## config.mk

```make
export PLATFORM = sky130hd
export DESIGN_NAME = seg7_scan
export DESIGN_NICKNAME = d
export VERILOG_FILES = /design/src/rtl/seg7_pkg.sv /design/src/rtl/seg7.sv /design/src/rtl/seg7_scan.sv
export SDC_FILE = /design/constraint.sdc
export NUM_CORES = 1
export LEC_CHECK = 0
export CAP_MARGIN = 0
export CORE_MARGIN = 2
export CORE_UTILIZATION = 71
export CTS_BUF_LIST = sky130_fd_sc_hd__clkbuf_8
export DETAILED_ROUTE_END_ITERATION = 7
export DONT_BUFFER_PORTS = 1
export GPL_ROUTABILITY_DRIVEN = 0
export PLACE_DENSITY = 0.87
export SLEW_MARGIN = 25
export SYNTH_ARGS = -nofsm -noshare
export SYNTH_HDL_FRONTEND = slang
export SYNTH_SLANG_ARGS = --single-unit
```

## constraint.sdc

```tcl
create_clock -name clk -period 4.5 [get_ports clk]
set_input_delay 0.9 -clock clk [delete_from_list [all_inputs] [get_ports clk]]
set_output_delay 0.9 -clock clk [all_outputs]
set_load 0.01 [all_outputs]
```

## src/rtl/seg7_pkg.sv

```systemverilog
// Shared types and constants for the seven-segment scan controller.
package seg7_pkg;

    localparam int NDIGITS = 8;

    typedef logic [2:0] digit_idx_t;

    // One full display image; used for both the shadow and active copies.
    typedef struct packed {
        logic [31:0] data;
        logic [7:0]  dot;
        logic [7:0]  en;
    } disp_cfg_t;

    localparam logic [7:0] AN_OFF  = 8'hFF;
    localparam logic [7:0] SEG_OFF = 8'hFF;

    // Active-low one-hot anode pattern for a digit index.
    function automatic logic [NDIGITS-1:0] an_sel(input digit_idx_t i);
        logic [NDIGITS-1:0] one;
        one = {{(NDIGITS-1){1'b0}}, 1'b1};
        return ~(one << i);
    endfunction

endpackage

```

## src/rtl/seg7.sv

```systemverilog
// Hex nibble to active-low seven-segment pattern {dp_n, g..a}; purely combinational.
module seg7 (
    input  logic [3:0] nibble,
    input  logic       dot,
    output logic [7:0] seg
);

    logic [6:0] glyph;

    always_comb begin
        glyph = 7'h7F;
        unique case (nibble)
            4'h0: glyph = 7'h40;
            4'h1: glyph = 7'h79;
            4'h2: glyph = 7'h24;
            4'h3: glyph = 7'h30;
            4'h4: glyph = 7'h19;
            4'h5: glyph = 7'h12;
            4'h6: glyph = 7'h02;
            4'h7: glyph = 7'h78;
            4'h8: glyph = 7'h00;
            4'h9: glyph = 7'h10;
            4'hA: glyph = 7'h08;
            4'hB: glyph = 7'h03;
            4'hC: glyph = 7'h46;
            4'hD: glyph = 7'h21;
            4'hE: glyph = 7'h06;
            4'hF: glyph = 7'h0E;
        endcase
    end

    assign seg = {~dot, glyph};

endmodule

```

## src/rtl/seg7_scan.sv

```systemverilog
// 8-digit multiplexed seven-segment scanner with frame-synchronous double buffering.
// Optional per-digit blinking is enabled by defining SEG7_SCAN_BLINK_EN.
module seg7_scan
    import seg7_pkg::*;
#(
    parameter int DIV          = 50000,
    parameter int BLINK_FRAMES = 64
) (
    input  logic        clk,
    input  logic        rstn,
    input  logic        load,
    input  logic [31:0] data,
    input  logic [7:0]  dot_mask,
    input  logic [7:0]  en_mask,
    input  logic [7:0]  blink_mask,
    output logic        pending,
    output logic [7:0]  an,
    output logic [7:0]  seg
);

    localparam int PW = (DIV > 1) ? $clog2(DIV) : 1;

    logic [PW-1:0]      pcnt;
    logic               tick;
    logic               fb;
    digit_idx_t         idx;
    disp_cfg_t          shadow;
    disp_cfg_t          active;
    logic [NDIGITS-1:0] vis;
    logic [3:0]         cur_nib;
    logic               cur_dot;
    logic [7:0]         seg_dec;

    assign tick = (pcnt == PW'(DIV - 1));
    assign fb   = tick && (idx == digit_idx_t'(NDIGITS - 1));

    always_ff @(posedge clk or negedge rstn) begin
        if (!rstn) begin
            pcnt <= '0;
            idx  <= '0;
        end else begin
            pcnt <= tick ? '0 : pcnt + 1'b1;
            if (tick)
                idx <= idx + 1'b1;
        end
    end

    // A load coinciding with fb lands in shadow while the old shadow commits,
    // so pending must stay set in that case.
    always_ff @(posedge clk or negedge rstn) begin
        if (!rstn) begin
            shadow  <= '0;
            active  <= '0;
            pending <= 1'b0;
        end else begin
            if (fb && pending)
                active <= shadow;
            if (load) begin
                shadow  <= '{data: data, dot: dot_mask, en: en_mask};
                pending <= 1'b1;
            end else if (fb) begin
                pending <= 1'b0;
            end
        end
    end

`ifdef SEG7_SCAN_BLINK_EN
    localparam int FW = (BLINK_FRAMES > 1) ? $clog2(BLINK_FRAMES) : 1;

    logic [FW-1:0] fcnt;
    logic          phase;

    always_ff @(posedge clk or negedge rstn) begin
        if (!rstn) begin
            fcnt  <= '0;
            phase <= 1'b0;
        end else if (fb) begin
            if (fcnt == FW'(BLINK_FRAMES - 1)) begin
                fcnt  <= '0;
                phase <= ~phase;
            end else begin
                fcnt <= fcnt + 1'b1;
            end
        end
    end

    // blink_mask is taken live so user logic can start/stop blinking instantly.
    assign vis = active.en & ~(blink_mask & {NDIGITS{phase}});
`else
    logic unused_blink;

    assign unused_blink = ^{blink_mask, BLINK_FRAMES[0]};
    assign vis          = active.en;
`endif

    assign cur_nib = active.data[{idx, 2'b00} +: 4];
    assign cur_dot = active.dot[idx];

    seg7 u_dec (
        .nibble (cur_nib),
        .dot    (cur_dot),
        .seg    (seg_dec)
    );

    always_ff @(posedge clk or negedge rstn) begin
        if (!rstn) begin
            an  <= AN_OFF;
            seg <= SEG_OFF;
        end else if (vis[idx]) begin
            an  <= an_sel(idx);
            seg <= seg_dec;
        end else begin
            an  <= AN_OFF;
            seg <= SEG_OFF;
        end
    end

endmodule
```

* Word level (Yosys, flattened, before mapping)
Memories as Yosys holds them, arrays and structs flattened. Index checks and enable logic that the tools add are counted.
Word-level totals: logic and storage cells 33, output and inout bits 17, memories kept 1, input port bits 59, bits in registers 132, ROM bits 112
Operators by class: $lt $le $gt $ge 1, bitwise gates (word level) 2, add/sub/neg operators 2, reduce and logical (&&, ||, !) cells 3, equality and inequality tests 2, muxes and demuxes 9, shift operators 2
Memory list:
- (no name shown) | depth 16, bits a word 7, rd ports 1, clocked after memory_dff 0, wr ports 0, line seg7.sv:12 | unique case (nibble)
Operators with widths (count):
- 32-bit by 6-bit indexed part select with 4-bit output | 1
- 16-bit by 1-bit adder with 16-bit output, second input constant | 1
- 16-bit == test, second input constant | 1
- 16-bit two-way mux | 1
- 8-bit two-way mux | 2
- 8-bit inverter | 1
- 1-bit by 3-bit << shifter with 8-bit output, first input constant | 1
- 1-bit binary-select mux with 3-bit select | 2
- 3-bit by 4-bit < comparator with 1-bit output, second input constant | 1
- 1-bit two-way mux | 4
- 3-bit by 1-bit adder with 3-bit output, second input constant | 1
- 3-bit == test, second input constant | 1
- 1-bit logical AND | 2
- 2-bit nonzero test | 1
- 1-bit inverter | 1

* Longest topological paths before layout
depth after elaboration 4, mapped depth 11

* Hierarchy
Synthesis repeated with hierarchy kept, for this count alone.
Second synthesis, totals: cells, all modules 390, area, all modules 5684.2 sq um
Modules (own cells, without submodules):
- seg7_scan | cells each 356, area an instance 5406.4 sq um, times used 1
- seg7 | cells each 34, area an instance 277.8 sq um, times used 1

* Least setup slack after synthesis
Ideal clock, no wire load.
kind reg-to-reg, from register idx[1], to register seg[3], stages on the path, launching flop included 9, library setup time 0.081 ns, setup slack 2.370 ns, data arrival time 2.049 ns, period minus slack after synthesis 2.130 ns, path through dfrtp_1 buf_6 mux4_2 mux2_2 inv_1 ha_1 inv_1 mux2i_1 a32oi_1
On the way: cells in the longest elaborated chain, start to end 3, elaborated cells between the ends (all ways) 5
RTL lines:
- start, declared | line seg7_scan.sv:26 | digit_idx_t idx;
- start signal, assigned | line seg7_scan.sv:44 | idx <= idx + 1'b1;
- 32-bit by 6-bit indexed part select with 4-bit output / 1-bit binary-select mux with 3-bit select (equally long branches) | line seg7_scan.sv:96, seg7_scan.sv:109
- memory 16 x 7 bit / 1-bit two-way mux (equally long branches)
- 8-bit two-way mux * | line seg7_scan.sv:109 | end else if (vis[idx]) begin
- end signal, assigned | line seg7_scan.sv:111 | seg <= seg_dec;
- end, declared | line seg7_scan.sv:18 | output logic [7:0] seg
Mark *: on every way between the ends. The rest lies on a longest branch, timed or not. The select of a mux whose other input is x is not followed. A chain may end at the register's enable or synchronous reset.

* Worst setup path in the final report
from register pcnt[0], to register active[12] in the netlist's numbering
On the way: cells in the longest elaborated chain, start to end 3
RTL lines:
- start, declared | line seg7_scan.sv:23 | logic [PW-1:0] pcnt;
- start signal, assigned | line seg7_scan.sv:42 | pcnt <= tick ? '0 : pcnt + 1'b1;
- 16-bit == test | line seg7_scan.sv:34 | assign tick = (pcnt == PW'(DIV - 1));
- 1-bit logical AND | line seg7_scan.sv:35 | assign fb = tick && (idx == digit_idx_t'(NDIGITS - 1));
- 1-bit logical AND | line seg7_scan.sv:56 | if (fb && pending)
- end signal, assigned | line seg7_scan.sv:57 | active <= shadow;
- end, declared | line seg7_scan.sv:28 | disp_cfg_t active;
Every way passes these cells.

==> flow_metrics.tcl <==
set metrics [dict create \
    status "completed" \
    cts-htree-levels 4 \
    setup_viol 0 \
    crit_slowest_cell "and3_4" \
    dr_total_vias 3100 \
    drive_gt1_frac 0.3882 \
    ys_warn_count 0 \
    cp-start-kind "flip-flop" \
    synth.yosys.seq_area_share 0.5836 \
    fin_nets 466 \
    die_w_um 93.56 \
    core.rowCount 32 \
    cts_hold_buffers 0 \
    syn_nets 466 \
    clk_pin_slew_ns 0.09 \
    fin_tns_setup_ns 0 \
    grt_pass1_wl_um 16640 \
    slew_viol_final 0 \
    core-area_sq_um 7767 \
    critPathKind "flip-flop to flip-flop" \
    p_per_area_nw_per_um2 380.3 \
    synth_flop_cell "dfrtp_1" \
    numCtsBuffers 17 \
    crit_chain "ha_1, nand3_2, nor4_1, and3_1, and3_4, mux2_2" \
    antenna_cells 0 \
    grt_usage 0.2562 \
    die-area_sq_um 8753 \
    overflow 0 \
    rsz0062_at_grt "no" \
    clockBufferDepth 2 \
    routedWlPerCell_um 19.36 \
    cts_root_buffer "clkbuf_8" \
    ys_ff_latch 132 \
    worstMarginPinSlew_ns 0.8164 \
    hold_viol 0 \
    synth_cell_types 45 \
    post_cts_buffers 0 \
    grt_max_degree 133 \
    final_area_sq_um 6088 \
    crit_required_ns 4.83 \
    cts_resized 0 \
    cp_max_fo 48 \
    clk_latency_ns 0.45 \
    drc 0 \
    clock_sinks 132 \
    drv_cap 0 \
    syn-instance-count 394 \
    slew_headroom 0.4558 \
    pin_count 76 \
    antenna_left 0 \
    dp.cells 477 \
    drt-total-wl_um 9855 \
    cts_tree "done" \
    place_area_sq_um 5683 \
    drt-pass1-iter-count 4 \
    synth-edff-count 0 \
    async_flop_share 1.000 \
    hpwlAfterDp_um 6202 \
    arrival_ns 3.28 \
    period_needed_ns 2.958 \
    synth_area_sq_um 5694 \
    antenna_found_initial 0 \
    max_freq_mhz 338.1 \
    min_period_over_period 0.6573 \
    layout.cells.non_filler 509 \
    end_kind "flip-flop" \
    timing.hold.worst.class "input port to asynchronous set/reset pin" \
    port_buffers 0 \
    dr.first_iter.drc_count 161 \
    skew_ns 0.01394 \
    area_growth_pct 6.922 \
    vdd_drop_max_mv 0.2705 \
    max_stage_delay_ns 0.71 \
    grt_pass1_vias 3262 \
    initial_utilization 0.7331 \
    syn_area_per_cell_sq_um 14.45 \
    die_h_um 93.56 \
    p_leak_nw 2.731 \
    vias_per_cell 6.090 \
]
## metrics by stage
stage,hold slack [ns],power [mW],setup slack (ns),utilization
after global routing,0.1005,2.396,1.316,0.7838
final,0.1401,2.316,1.542,0.7838
after floorplan,0.4533,1.317,2.370,-
after detailed placement,0.4892,1.325,1.629,0.7316
after global placement,0.4673,1.320,1.627,0.7316
after CTS,0.1193,2.331,1.532,0.7838
## layout make-up
type | count | area [sq um]
Clock inverter | 15 | 171.4
Fill cell | 456 | 1679
Clock buffer | 17 | 234.0
Sequential cell | 132 | 3323
Tap cell | 102 | 127.6
Multi-Input combinational cell | 231 | 2187
Inverter | 12 | 45.04
## report_power, final
| part | leakage, nW | internal (mW) | total, mW | switching [mW] |
|---|---|---|---|---|
| Clock | 0.198 | 0.508 | 1.01 | 0.506 |
| Combinational | 0.872 | 0.0389 | 0.0488 | 0.00991 |
| Sequential | 1.66 | 1.23 | 1.25 | 0.0239 |
## sequential cells by signal (all words and copies together), names as in the netlist
name,count
pcnt,16
shadow,48
active,40
an,8
idx,3
pending,1
vis,8
seg,8
## cell families (layout without fill, tap and decap cells)
group,after synthesis,count (layout),share of synthesized area
adders and majority gates,13,13,0.02857
AOI/OAI and AO/OA,18,18,0.02241
DFF,132,132,0.5836
xor gates and xnor gates,15,15,0.02307
and+or+nand+nor,67,67,0.05999
buffers and inverters,31,44,0.03230
muxes,118,118,0.2501
## critical path: cells and delay by family (launching register included)
family	cells	cell delay (ns)
AND/OR/NAND/NOR	4	1.68
adder cells (fa/ha/maj)	1	0.29
multiplexers	1	0.41
flip-flops	1	0.43
## placed cells by master (no fill, tap or decap), types with 4 or more instances in the layout
cell | Yosys | layout
dfrtp_1 | 116 | 116
mux2_2 | 99 | 99
nand2_1 | 23 | 23
clkbuf_8 | 0 | 17
dfstp_2 | 16 | 16
ha_1 | 13 | 13
nor2_1 | 12 | 12
inv_1 | 10 | 10
xor2_1 | 9 | 9
mux4_2 | 8 | 8
mux2i_1 | 8 | 8
nand3_1 | 8 | 8
xnor2_1 | 6 | 6
nand4_1 | 5 | 5
inv_6 | 0 | 5
a21oi_1 | 4 | 4
## worst paths after layout
| kind | slack [ns] | endpoint | start | cells after the start |
|---|---|---|---|---|
| worst max-delay path | 1.54 | active[12] | pcnt[0] | 6 |
| worst min-delay path | 0.14 | idx[2] | rstn | 0 |
| worst max register to register | 1.54 | active[12] | pcnt[0] | 6 |
| worst min register to register | 0.49 | active[33] | shadow[33] | 1 |
| max in group asynchronous | 4.09 | seg[5] | rstn | 0 |
| min in group clk | 0.49 | active[33] | shadow[33] | 1 |
## per-layer routing
layer,wire (um),vias to the layer above,global-route usage
li1,-,1401,-
met1,4266,1596,0.3371
met2,4850,88,0.3981
met3,579,15,0.08864
met4,158,0,0.09783
met5,0,-,0
## synthesized netlist by cell type, types with 2 or more instances
cell / number / area share
dfrtp_1: 116 / 0.51
mux2_2: 99 / 0.20
nand2_1: 23 / 0.015
dfstp_2: 16 / 0.074
ha_1: 13 / 0.029
nor2_1: 12 / 0.0079
inv_1: 10 / 0.0066
xor2_1: 9 / 0.014
mux2i_1: 8 / 0.014
mux4_2: 8 / 0.032
nand3_1: 8 / 0.0070
xnor2_1: 6 / 0.0092
nand4_1: 5 / 0.0055
a21oi_1: 4 / 0.0035
buf_1: 4 / 0.0026
buf_6: 4 / 0.0079
and3_1: 3 / 0.0033
and4_1: 3 / 0.0046
buf_2: 3 / 0.0026
buf_4: 3 / 0.0040
clkbuf_1: 3 / 0.0020
o21ai_0: 3 / 0.0026
a211oi_1: 2 / 0.0026
and2_1: 2 / 0.0022
buf_8: 2 / 0.0053
clkinv_1: 2 / 0.0013
mux2_1: 2 / 0.0040
nor4_1: 2 / 0.0022
nor4b_1: 2 / 0.0031
o221ai_1: 2 / 0.0031
(Power assumes the default switching activity.)
